`config.mk`:
```
export PLATFORM = sky130hd
export DESIGN_NAME = road_frame_drawer
export DESIGN_NICKNAME = d
export VERILOG_FILES = /design/src/rtl/car_game_pkg.sv /design/src/rtl/road_pixel_colour.sv /design/src/rtl/road_frame_drawer.sv
export SDC_FILE = /design/constraint.sdc
export NUM_CORES = 1
export LEC_CHECK = 0
export BUFFER_PORTS_ARGS = -buffer_cell sky130_fd_sc_hd__buf_2
export CAP_MARGIN = 5
export CORE_MARGIN = 1
export CORE_UTILIZATION = 42
export CTS_CLUSTER_DIAMETER = 60
export DETAILED_ROUTE_END_ITERATION = 12
export PLACE_DENSITY_LB_ADDON = 0.08
export SYNTH_ARGS = -nofsm -noshare
export SYNTH_HDL_FRONTEND = slang
export SYNTH_HIERARCHICAL = 1
export SYNTH_SLANG_ARGS = --single-unit
```
`constraint.sdc`:
```
create_clock -name CLOCK_50 -period 2.6 [get_ports CLOCK_50]
set_clock_uncertainty 0.15 [all_clocks]
set_input_delay 0.39 -clock CLOCK_50 [delete_from_list [all_inputs] [get_ports CLOCK_50]]
set_output_delay 0.39 -clock CLOCK_50 [all_outputs]
set_load 0.005 [all_outputs]
```
`src/rtl/car_game_pkg.sv`:
```
// Shared constants and types for the car game display path.
// Holds the screen size, the road geometry, the colour palette and the
// frame-drawer state encoding. The colour function and the frame drawer
// both import this package, so geometry changes happen in one place.
package car_game_pkg;

  // Screen geometry
  localparam int unsigned XSCREEN     = 160;
  localparam int unsigned YSCREEN     = 120;  // must be a multiple of DASH_PERIOD

  // Road geometry (columns are inclusive)
  localparam int unsigned ROAD_X0     = 40;   // left edge line
  localparam int unsigned ROAD_X1     = 119;  // right edge line
  localparam int unsigned LANE_X      = 79;   // lane marker covers LANE_X and LANE_X+1
  localparam int unsigned DASH_PERIOD = 8;    // power of two
  localparam int unsigned DASH_LEN    = 4;    // painted rows per period

  // Palette, one bit per channel
  localparam int unsigned COLOUR_W = 3;
  localparam logic [COLOUR_W-1:0] ROAD_COLOUR = 3'b000;
  localparam logic [COLOUR_W-1:0] EDGE_COLOUR = 3'b111;
  localparam logic [COLOUR_W-1:0] LANE_COLOUR = 3'b110;

  typedef enum logic [1:0] {
    IDLE   = 2'd0,
    DRAW   = 2'd1,
    FINISH = 2'd2
  } state_t;

endpackage

```
`src/rtl/road_pixel_colour.sv`:
```
// Combinational road colour for one framebuffer pixel.
// Ports:
//   x      in  8         pixel column
//   y      in  7         pixel row (screen space)
//   off_q  in  7         scroll offset, already reduced to 0..YSCREEN-1
//   colour out COLOUR_W  asphalt, edge line or lane dash colour
// The row is shifted into road space by the scroll offset and wrapped
// with a single conditional subtract (both operands < YSCREEN, so one
// subtract is always enough).
module road_pixel_colour
  import car_game_pkg::*;
(
  input  logic [7:0]          x,
  input  logic [6:0]          y,
  input  logic [6:0]          off_q,
  output logic [COLOUR_W-1:0] colour
);

  logic [7:0] wy_raw;
  logic [7:0] wy;
  logic       lane_on;
  logic       is_edge;
  logic       is_lane_col;

  always_comb begin
    wy_raw = {1'b0, y} + {1'b0, off_q};
    wy     = (wy_raw >= 8'(YSCREEN)) ? (wy_raw - 8'(YSCREEN)) : wy_raw;

    // DASH_PERIOD is a power of two, so the mod is a mask of the low bits
    lane_on     = ((wy & 8'(DASH_PERIOD - 1)) < 8'(DASH_LEN));
    is_edge     = (x == 8'(ROAD_X0)) || (x == 8'(ROAD_X1));
    is_lane_col = (x == 8'(LANE_X)) || (x == 8'(LANE_X + 1));

    colour = ROAD_COLOUR;
    if (is_edge) begin
      colour = EDGE_COLOUR;
    end else if (is_lane_col && lane_on) begin
      colour = LANE_COLOUR;
    end
  end

endmodule

```
`src/rtl/road_frame_drawer.sv`:
```
// Road strip frame drawer feeding the vga_adapter drawing ports.
// On a start pulse it latches the scroll offset and walks the road strip
// (columns ROAD_X0..ROAD_X1, rows 0..YSCREEN-1) row-major, one pixel per
// clock, then pulses done.
// Ports:
//   CLOCK_50      in  1         system clock
//   resetn        in  1         asynchronous active-low reset
//   start         in  1         one-cycle frame request, ignored unless idle
//   scroll_offset in  7         vertical scroll, 0..127
//   x             out 8         pixel column
//   y             out 7         pixel row (already wrapped, screen space)
//   colour        out COLOUR_W  pixel colour
//   plot          out 1         write strobe for x, y, colour
//   busy          out 1         high while the frame is being drawn
//   done          out 1         one-cycle pulse after the last pixel
// All outputs are registered. The x/y output registers double as the scan
// counters: the next pixel position is computed combinationally and its
// colour is evaluated on that next position, so x, y and colour land in
// their registers on the same edge.
module road_frame_drawer
  import car_game_pkg::*;
(
  input  logic                CLOCK_50,
  input  logic                resetn,
  input  logic                start,
  input  logic [6:0]          scroll_offset,
  output logic [7:0]          x,
  output logic [6:0]          y,
  output logic [COLOUR_W-1:0] colour,
  output logic                plot,
  output logic                busy,
  output logic                done
);

  state_t              state_q;
  state_t              state_d;
  logic [6:0]          off_q;
  logic [6:0]          off_d;
  logic [7:0]          x_d;
  logic [6:0]          y_d;
  logic                plot_d;
  logic                busy_d;
  logic                done_d;
  logic [COLOUR_W-1:0] colour_d;
  logic [6:0]          off_wrapped;

  // Offsets 120..127 fold back to 0..7
  assign off_wrapped = (scroll_offset >= 7'(YSCREEN)) ?
                       (scroll_offset - 7'(YSCREEN)) : scroll_offset;

  road_pixel_colour u_colour (
    .x      (x_d),
    .y      (y_d),
    .off_q  (off_d),
    .colour (colour_d)
  );

  always_ff @(posedge CLOCK_50 or negedge resetn) begin
    if (!resetn) begin
      state_q <= IDLE;
      off_q   <= '0;
      x       <= '0;
      y       <= '0;
      colour  <= '0;
      plot    <= 1'b0;
      busy    <= 1'b0;
      done    <= 1'b0;
    end else begin
      state_q <= state_d;
      off_q   <= off_d;
      x       <= x_d;
      y       <= y_d;
      plot    <= plot_d;
      busy    <= busy_d;
      done    <= done_d;
      if (plot_d) begin
        colour <= colour_d;
      end
    end
  end

  always_comb begin
    state_d = state_q;
    off_d   = off_q;
    x_d     = x;
    y_d     = y;
    plot_d  = 1'b0;
    busy_d  = busy;
    done_d  = 1'b0;

    unique case (state_q)
      IDLE: begin
        if (start) begin
          off_d   = off_wrapped;
          x_d     = 8'(ROAD_X0);
          y_d     = '0;
          plot_d  = 1'b1;
          busy_d  = 1'b1;
          state_d = DRAW;
        end
      end

      DRAW: begin
        // x/y hold the pixel being plotted this cycle
        if ((x == 8'(ROAD_X1)) && (y == 7'(YSCREEN - 1))) begin
          busy_d  = 1'b0;
          done_d  = 1'b1;
          state_d = FINISH;
        end else begin
          plot_d = 1'b1;
          if (x == 8'(ROAD_X1)) begin
            x_d = 8'(ROAD_X0);
            y_d = y + 7'd1;
          end else begin
            x_d = x + 8'd1;
          end
        end
      end

      FINISH: begin
        state_d = IDLE;
      end

      default: begin
        busy_d  = 1'b0;
        state_d = IDLE;
      end
    endcase
  end

endmodule

```
---- After elaboration in Yosys (flattened, before gate mapping) ----
Cells that the tools add are included.
W data, S select, Z words.
cells by class
  add/subtract/negate cells ............... 5
  $lt $le $gt $ge ......................... 3
  equality and inequality tests ........... 10
  mux-type cells .......................... 25
  bitwise operators ....................... 1
  reduce and logical (&&, ||, !) cells .... 7
operator list
  kind                   count
  $mux W7                6
  $eq A8 B7 Y1 const B   4
  $mux W8                3
  $pmux W8 S2            1
  $pmux W7 S2            1
  $mux W3                3
  $add A7 B7 Y8          1
  $add A8 B1 Y8 const B  1
  $eq A8 B6 Y1 const B   1
  $ge A8 B7 Y1 const B   1
  $add A7 B1 Y7 const B  1
  $eq A7 B7 Y1 const B   1
  $ge A7 B7 Y1 const B   1
  $sub A7 B7 Y7 const B  1
  $mux W1                6
  $mux W2                2
  $ne A2 B2 Y1 const B   2
  $pmux W2 S2            1
  $lt A3 B3 Y1 const B   1
  $pmux W1 S3            1
  $reduce_and A3 Y1      1
  $sub A3 B1 Y3 const B  1
  $eq A2 B1 Y1 const B   1
  $eq A2 B2 Y1 const B   1
  6 further kinds        8
word-level totals
  register bits ........................... 30
  input bits .............................. 10
  output and inout bits ................... 21
  logic and storage cells ................. 59

---- Logic depth before layout (Yosys ltp) ----
Gate-level depths: netlist of the first run.
  word-level depth ........................ 11
  gate-level depth with buffers ........... 12

---- Cells and area by module ----
Netlist of the first run, hierarchy kept.
by module, submodules not included
  module             times used  cells an instance  area an instance (um^2)  seq. area each (um^2)
  road_frame_drawer  1           151                1524.0                   750.7
  road_pixel_colour  1           17                 160.2                    0.0

---- Least setup slack after synthesis of the first run ----
No wires, ideal clock.
  path type ............................... reg-to-reg
  start ................................... register x[0]
  end ..................................... register colour[2]
  arrival time ............................ 2611 ps
  slack ................................... -225 ps
  cell stages (with the launch flop) ...... 11
  path buffers ............................ 1
  cell sequence ........................... dfrtp_1 -> ha_1 -> nand4bb_1 -> nor4_4 -> a21oi_2 -> o21ai_0 -> and4b_1 -> a22oi_2 -> o32ai_2 -> buf_4 -> mux2_4
between the ends
  elaborated cells between the ends (all ways) .. 26
RTL lines
  element                   line                      source
  start: declaration        road_frame_drawer.sv:27   output logic [7:0] x,
  start signal: assignment  road_frame_drawer.sv:62   x <= '0;
  start signal: assignment  road_frame_drawer.sv:71   x <= x_d;
  $eq A8 B7 Y1              road_frame_drawer.sv:105  if ((x == 8'(ROAD_X1)) && (y == 7'(YSCREEN - 1))) begin
  $logic_and A1 B1 Y1       road_frame_drawer.sv:105
  $mux W1                   road_frame_drawer.sv:105
  $pmux W1 S2               road_frame_drawer.sv:91   unique case (state_q)
  named net plot_d          road_frame_drawer.sv:41   logic plot_d;
  end signal: assignment    road_frame_drawer.sv:77   colour <= colour_d;
  end: declaration          road_frame_drawer.sv:29   output logic [COLOUR_W-1:0] colour,
The timed path passes the listed nets, and every way through them passes these cells.
A chain may end at the register's enable or synchronous reset.

---- Worst setup path after layout of the first run ----
  start ................................... register x[1]
  end ..................................... register colour[1]
between the ends
  longest elaborated chain between the ends .. 11
  elaborated cells between the ends (all ways) .. 26
ends and longest elaborated chain
  element                                                line                                                source
  $eq A8 B7 Y1 (*)                                       road_frame_drawer.sv:105, road_frame_drawer.sv:111
  $mux W7 / $logic_and A1 B1 Y1 (equally long branches)  road_frame_drawer.sv:111, road_frame_drawer.sv:105
  $mux W7 (*)                                            road_frame_drawer.sv:105
  $pmux W7 S2 (*)                                        road_frame_drawer.sv:91
  named net y_d[2]                                       road_frame_drawer.sv:40                             logic [6:0] y_d;
  $add A7 B7 Y8 (*)                                      road_pixel_colour.sv:26                             wy_raw = {1'b0, y} + {1'b0, off_q};
  $ge A8 B7 Y1 / $sub A3 B1 Y3 (equally long branches)   road_pixel_colour.sv:27                             wy = (wy_raw >= 8'(YSCREEN)) ? (wy_raw - 8'(YSCREEN)) : wy_raw;
  $mux W3 (*)                                            road_pixel_colour.sv:27
  $lt A3 B3 Y1 (*)                                       road_pixel_colour.sv:30                             lane_on = ((wy & 8'(DASH_PERIOD - 1)) < 8'(DASH_LEN));
  $logic_and A1 B1 Y1 (*)                                road_pixel_colour.sv:37                             end else if (is_lane_col && lane_on) begin
  $mux W3 (*)                                            road_pixel_colour.sv:37
  $mux W3 (*)                                            road_pixel_colour.sv:35                             if (is_edge) begin
  named net colour_d[1]                                  road_frame_drawer.sv:44                             logic [COLOUR_W-1:0] colour_d;
The timed path passes the listed nets; every way through them passes the cells marked *.

==> run metrics, run 1 <==
status finished, violations left; violations in the final reports setup timing; max-slew violations 0; first drt pass iteration count 4; post-route clock period utilization 1.038; Final Net Count between 200 and 250; synthesized area 1474 um^2; via count about 1400; HP Class input pin to register; Final Power around 1800 uW; CP Class register to register; CP Launch Type register; Std-Cell Rows 21; Slew headroom 0.6121; fillers 320; Slew @ Worst Pin a little under 0.6 ns; Combinational Power Share 0.567; diode count 0; area added between synthesis and finish 38.12%; clock power share 0.113; critical path arrival roughly 2.8 ns; Boundary Pins 31; largest net degree at the start of global routing 27; final cell count without fillers 251; Final min period 2.699 ns; Setup WS post-layout -0.09856 ns; dpl hpwl around 2.6 mm; Hold Fails Final Rpt 0; Max stage delay on crit path between 0.3 and 0.4 ns; Final ANT Viol Nets 0; Net Count, Synth about 160; Die ar. 3750 um^2; routability congestion estimate 0.8445; end-of-flow core utilization 0.6100; Post-Syn Area per Cell 10.10 um^2; CP endpoint kind register; vias in the first global route 1316; H-tree Lvls 1; worst-skew pair later-pin latency between 0.3 and 0.4 ns; P_int 1134 uW; NetSw 712.6 uW; wire length per cell roughly 14 um; total congestion overflow 0; Sw Share 0.3859; Slowest-stage cell, CP dfrtp_1; antenna violations before repair 0; part of the power in registers 0.320; Worst VDD drop approximately 0.00050 V; Crit path buffers/inverters 1; share of cells above drive strength 1 0.4488; initial core utilization 0.4417; placed insts 240; GRT Overall Usage 0.2171; Die Y 61.24 um; clock slew seen by the registers of the worst setup and hold paths 0.15 ns; clock buffer depth 2; fmax 370.6 MHz; Worst EP required 2.67 ns; Top Family by Delay on Critical Path compound AO/OA/AOI/OAI gates; Root Driver clkbuf_4; MaxCap Viol Count 0; first-pass GRT wire length 5.989 mm; crit path max fanout 4; clock net sink count 26; # DRC 0; register-to-register setup slack -0.1 ns; synthesized instance count 146; final wirelength ~3.6 mm; CTS tree done; die width approximately 61 um; Cell Pwr Density 907.1 nW/um^2; Core ar. 3337 um^2; vias per std cell ~5.4; final hold slack between 0.1 and 0.15 ns; Port Buffers 26; Leak 0.0009756 uW; CTS Buf Count 3; DR iter-0 viols 48; final setup vio count 3; yosys warns 6; crit-path cells ha_2 > and4bb_2 > o211ai_1 > buf_4 > o311ai_4 > o31ai_2 > xor2_1 > xnor2_1 > o32ai_2 > mux2_4; RSZ-0062 raised after global routing true
[power groups by stage]
| stage | Combinational, uW | Clock, uW | Sequential [uW] |
|---|---|---|---|
| 2_1_floorplan | 452 | 0 | 638 |
| 3_3_place_gp | 914 | 0 | 591 |
| 3_5_place_dp | 940 | 0 | 599 |
| 4_1_cts | 976 | 216 | 591 |
| 5_1_grt | 1160 | 233 | 605 |
| 6_report | 1050 | 209 | 591 |
[worst min-delay path, cell delays in order]
cell     delay [ns]
buf_2          0.07
nand2_1        0.04
nand2_1        0.07
[cells in the final DEF, fill, tap and decap left out, types with 2 or more instances in the layout]
cell / count
and2_2: 2
o21ai_0: 2
nand3_1: 9
a21oi_2: 2
buf_4: 34
nand2_1: 20
xnor2_1: 2
dfrtp_1: 26
or4_1: 3
nor4_4: 2
buf_2: 26
nor2b_1: 2
a31oi_1: 2
nand4_1: 2
a21oi_1: 5
mux2i_1: 2
ha_2: 2
inv_1: 8
mux2_4: 3
clkbuf_4: 3
o211ai_1: 4
nor2_1: 5
[per-layer routing]
| metal | vias up | track usage | part of all wire |
|---|---|---|---|
| met2 | 33 | 0.3758 | 0.50 |
| met5 | - | 0 | 0 |
| met1 | 661 | 0.2880 | 0.45 |
| li1 | 663 | - | - |
| met4 | 0 | 0.06494 | 0.0053 |
| met3 | 2 | 0.02101 | 0.040 |
[metrics by stage]
stage	TNS, ns	instance area [um^2]	worst slack (ns)
finish	-0.2048	2036	-0.09856
global route	-0.5576	2036	-0.2092
CTS	-0.06184	1951	-0.03092
detailed placement	-0.08414	1879	-0.04208
global placement	0	1879	0.009010
floorplan	-0.2492	1498	-0.1834
[final cells by class]
class                   instances  area [um^2]  area share
well taps                      46        57.56     0.02827
inverters                       8        30.03     0.01475
flip-flops and latches         26        650.6      0.3196
clock buffers                   4        36.28     0.01782
multi-input cells             105        845.8      0.4155
repair buffers                 62        415.4      0.2041
[final timing paths]
path	to	cells past startpoint	startpoint
setup / recovery	colour[1]$_DFFE_PN0P_	10	x[1]$_DFF_PN0_
hold / removal	off_q[0]$_DFF_PN0_	3	scroll_offset[0]
setup reg to reg	colour[1]$_DFFE_PN0P_	10	x[1]$_DFF_PN0_
hold reg to reg	off_q[0]$_DFF_PN0_	2	off_q[0]$_DFF_PN0_
max in group asynchronous	x[5]$_DFF_PN0_	2	resetn
min in group asynchronous	y[5]$_DFF_PN0_	2	resetn
[registers in the layout, indices dropped and copies added, names as in the netlist]
| register | count |
|---|---|
| busy | 1 |
| colour | 3 |
| done | 1 |
| off_q | 3 |
| plot | 1 |
| state_q | 2 |
| x | 8 |
| y | 7 |
[what timing repair did]
action	4_1_cts	5_1_grt
gates resized for setup	4	9
setup buffers	2	4
hold buffers	1	0
endpoints found under the hold margin	26	0
cloned	0	0
pin swaps	4	7
endpoints found under the setup margin	3	3
Power figures use the tool's default switching activity.
==> run 2, diff against run 1 <==
SKIP_CTS_REPAIR_TIMING = 1   (was not set)
SLEW_MARGIN = 25   (was not set)
==> run metrics, run 2 (same netlist as run 1, synthesis figures left out) <==
status finished, violations left; violations in the final reports setup timing; fillers 329; Root Driver clkbuf_4; diode count 0; critical path arrival 2.72 ns; met1 Use GR 0.2867; MaxCap Viol Count 0; worst-skew pair later-pin latency 0.32 ns; Cell Area, Placed roughly 1900 um^2; Setup WS post-layout -0.04496 ns; met2 Use GR 0.3602; Boundary Pins 31; leading cell type in the layout, fill and taps excluded buf_4; max-slew violations 0; clock buffer depth 2; via count 1338; die width 61.24 um; first-pass GRT wire length 5.837 mm; final setup vio count 2; CTS Buf Count 3; Worst VDD drop 0.0004832 V; Final min period between 2 and 3 ns; # DRC 0; Core ar. 3337 um^2; post-route clock period utilization 1.017; Cell Pwr Density slightly above 900 nW/um^2; Hold Fails Final Rpt 0; end-of-flow core utilization 0.5928; placed insts 240; clock slew seen by the registers of the worst setup and hold paths 0.15 ns; vias in the first global route 1291; first drt pass iteration count 4; CP endpoint kind register; antenna violations before repair 0; most frequent cells in the layout buf_4 (31), dfrtp_1 (26), buf_2 (26), nand2_1 (20), nand3_1 (9); Leak 0.0009581 uW; total congestion overflow 0; H-tree Lvls 1; fmax approximately 380 MHz; post-route cell area 1978 um^2; Port Buffers 26; area added between synthesis and finish 34.21%; Die Y roughly 60 um; Die ar. 3750 um^2; DR iter-0 viols 55; flip-flop count of the largest register after layout 8; Final Net Count 216; Top Registers x: 8 flops, y: 7 flops; initial core utilization 0.4417; Final Power 1795 uW; largest reg by FF count x; CTS tree done; final cell count without fillers 248; largest net degree at the start of global routing 27; Slew headroom 0.6174; HP Class input pin to register; GR Util met3 0.02101; final hold slack 0.1238 ns; share of cells above drive strength 1 0.4257; CP Launch Type register; routability congestion estimate 0.8445; Std-Cell Rows 21; GRT Overall Usage 0.2122; final wirelength roughly 3.6 mm; Slew @ Worst Pin between 0.5 and 0.6 ns; Worst EP required 2.67 ns; dpl hpwl 2.635 mm; RSZ-0062 raised after global routing true; vias per std cell 5.395; grt peak-use layer met2; wire length per cell 14.45 um; CP Class register to register; clock net sink count 26; Final ANT Viol Nets 0; crit path max fanout 4
## run 2: cell count changes in the layout (fill, tap and decap cells not counted)
cell | before | now
ha_4 | 1 | 0
o31ai_2 | 1 | 0
o311ai_4 | 1 | 0
o31ai_1 | 0 | 1
ha_1 | 0 | 1
o311ai_1 | 0 | 1
buf_4 | 34 | 31
## run 2: stage by stage
stage	worst slack [ns]	setup TNS (ns)
2_1_floorplan	-0.1834	-0.2492
3_3_place_gp	0.009010	0
4_1_cts	-0.09268	-0.2013
5_1_grt	-0.1768	-0.4527
3_5_place_dp	-0.04208	-0.08414
6_report	-0.04496	-0.08982
## run 2: where the power goes
| group | switching, uW | internal [uW] | total, uW |
|---|---|---|---|
| Clock | 123 | 85.6 | 208 |
| Sequential | 82.8 | 510 | 592 |
| Combinational | 487 | 508 | 995 |
| Total | 692 | 1100 | 1800 |
## run 2: critical path, cell delays in order (launching register included)
cell,delay [ns]
dfrtp_1,0.39
ha_2,0.20
and4bb_2,0.24
o211ai_1,0.18
buf_4,0.21
a21oi_4,0.15
o21ai_2,0.07
buf_4,0.14
and2b_2,0.21
a32oi_2,0.21
o32ai_2,0.12
mux2_4,0.26
## run 2: routing by layer
metal / routed length [um] / up-vias / part of all wire
li1: - / 656 / -
met1: 1631 / 652 / 0.46
met2: 1818 / 28 / 0.51
met3: 114 / 2 / 0.032
met4: 19 / 0 / 0.0053
met5: 0 / - / 0
## run 2: path summary, 6_finish.rpt
| check | end | slack, ns | from | cells after the start |
|---|---|---|---|---|
| max | colour[1]$_DFFE_PN0P_ | -0.04 | x[1]$_DFF_PN0_ | 11 |
| min | off_q[0]$_DFF_PN0_ | 0.12 | scroll_offset[0] | 3 |
| max reg2reg | colour[1]$_DFFE_PN0P_ | -0.04 | x[1]$_DFF_PN0_ | 11 |
| min reg2reg | off_q[0]$_DFF_PN0_ | 0.35 | off_q[0]$_DFF_PN0_ | 2 |
| max in group asynchronous | x[5]$_DFF_PN0_ | 1.50 | resetn | 2 |
| min in group asynchronous | y[5]$_DFF_PN0_ | 0.42 | resetn | 2 |
## run 2: cell type report
class	instances	area (um^2)	area share
clock buffers	4	36.28	0.01834
inverters	8	30.03	0.01518
multi-input cells	105	810.8	0.4099
flip-flops and latches	26	650.6	0.3289
well taps	46	57.56	0.02910
repair buffers	59	392.9	0.1986
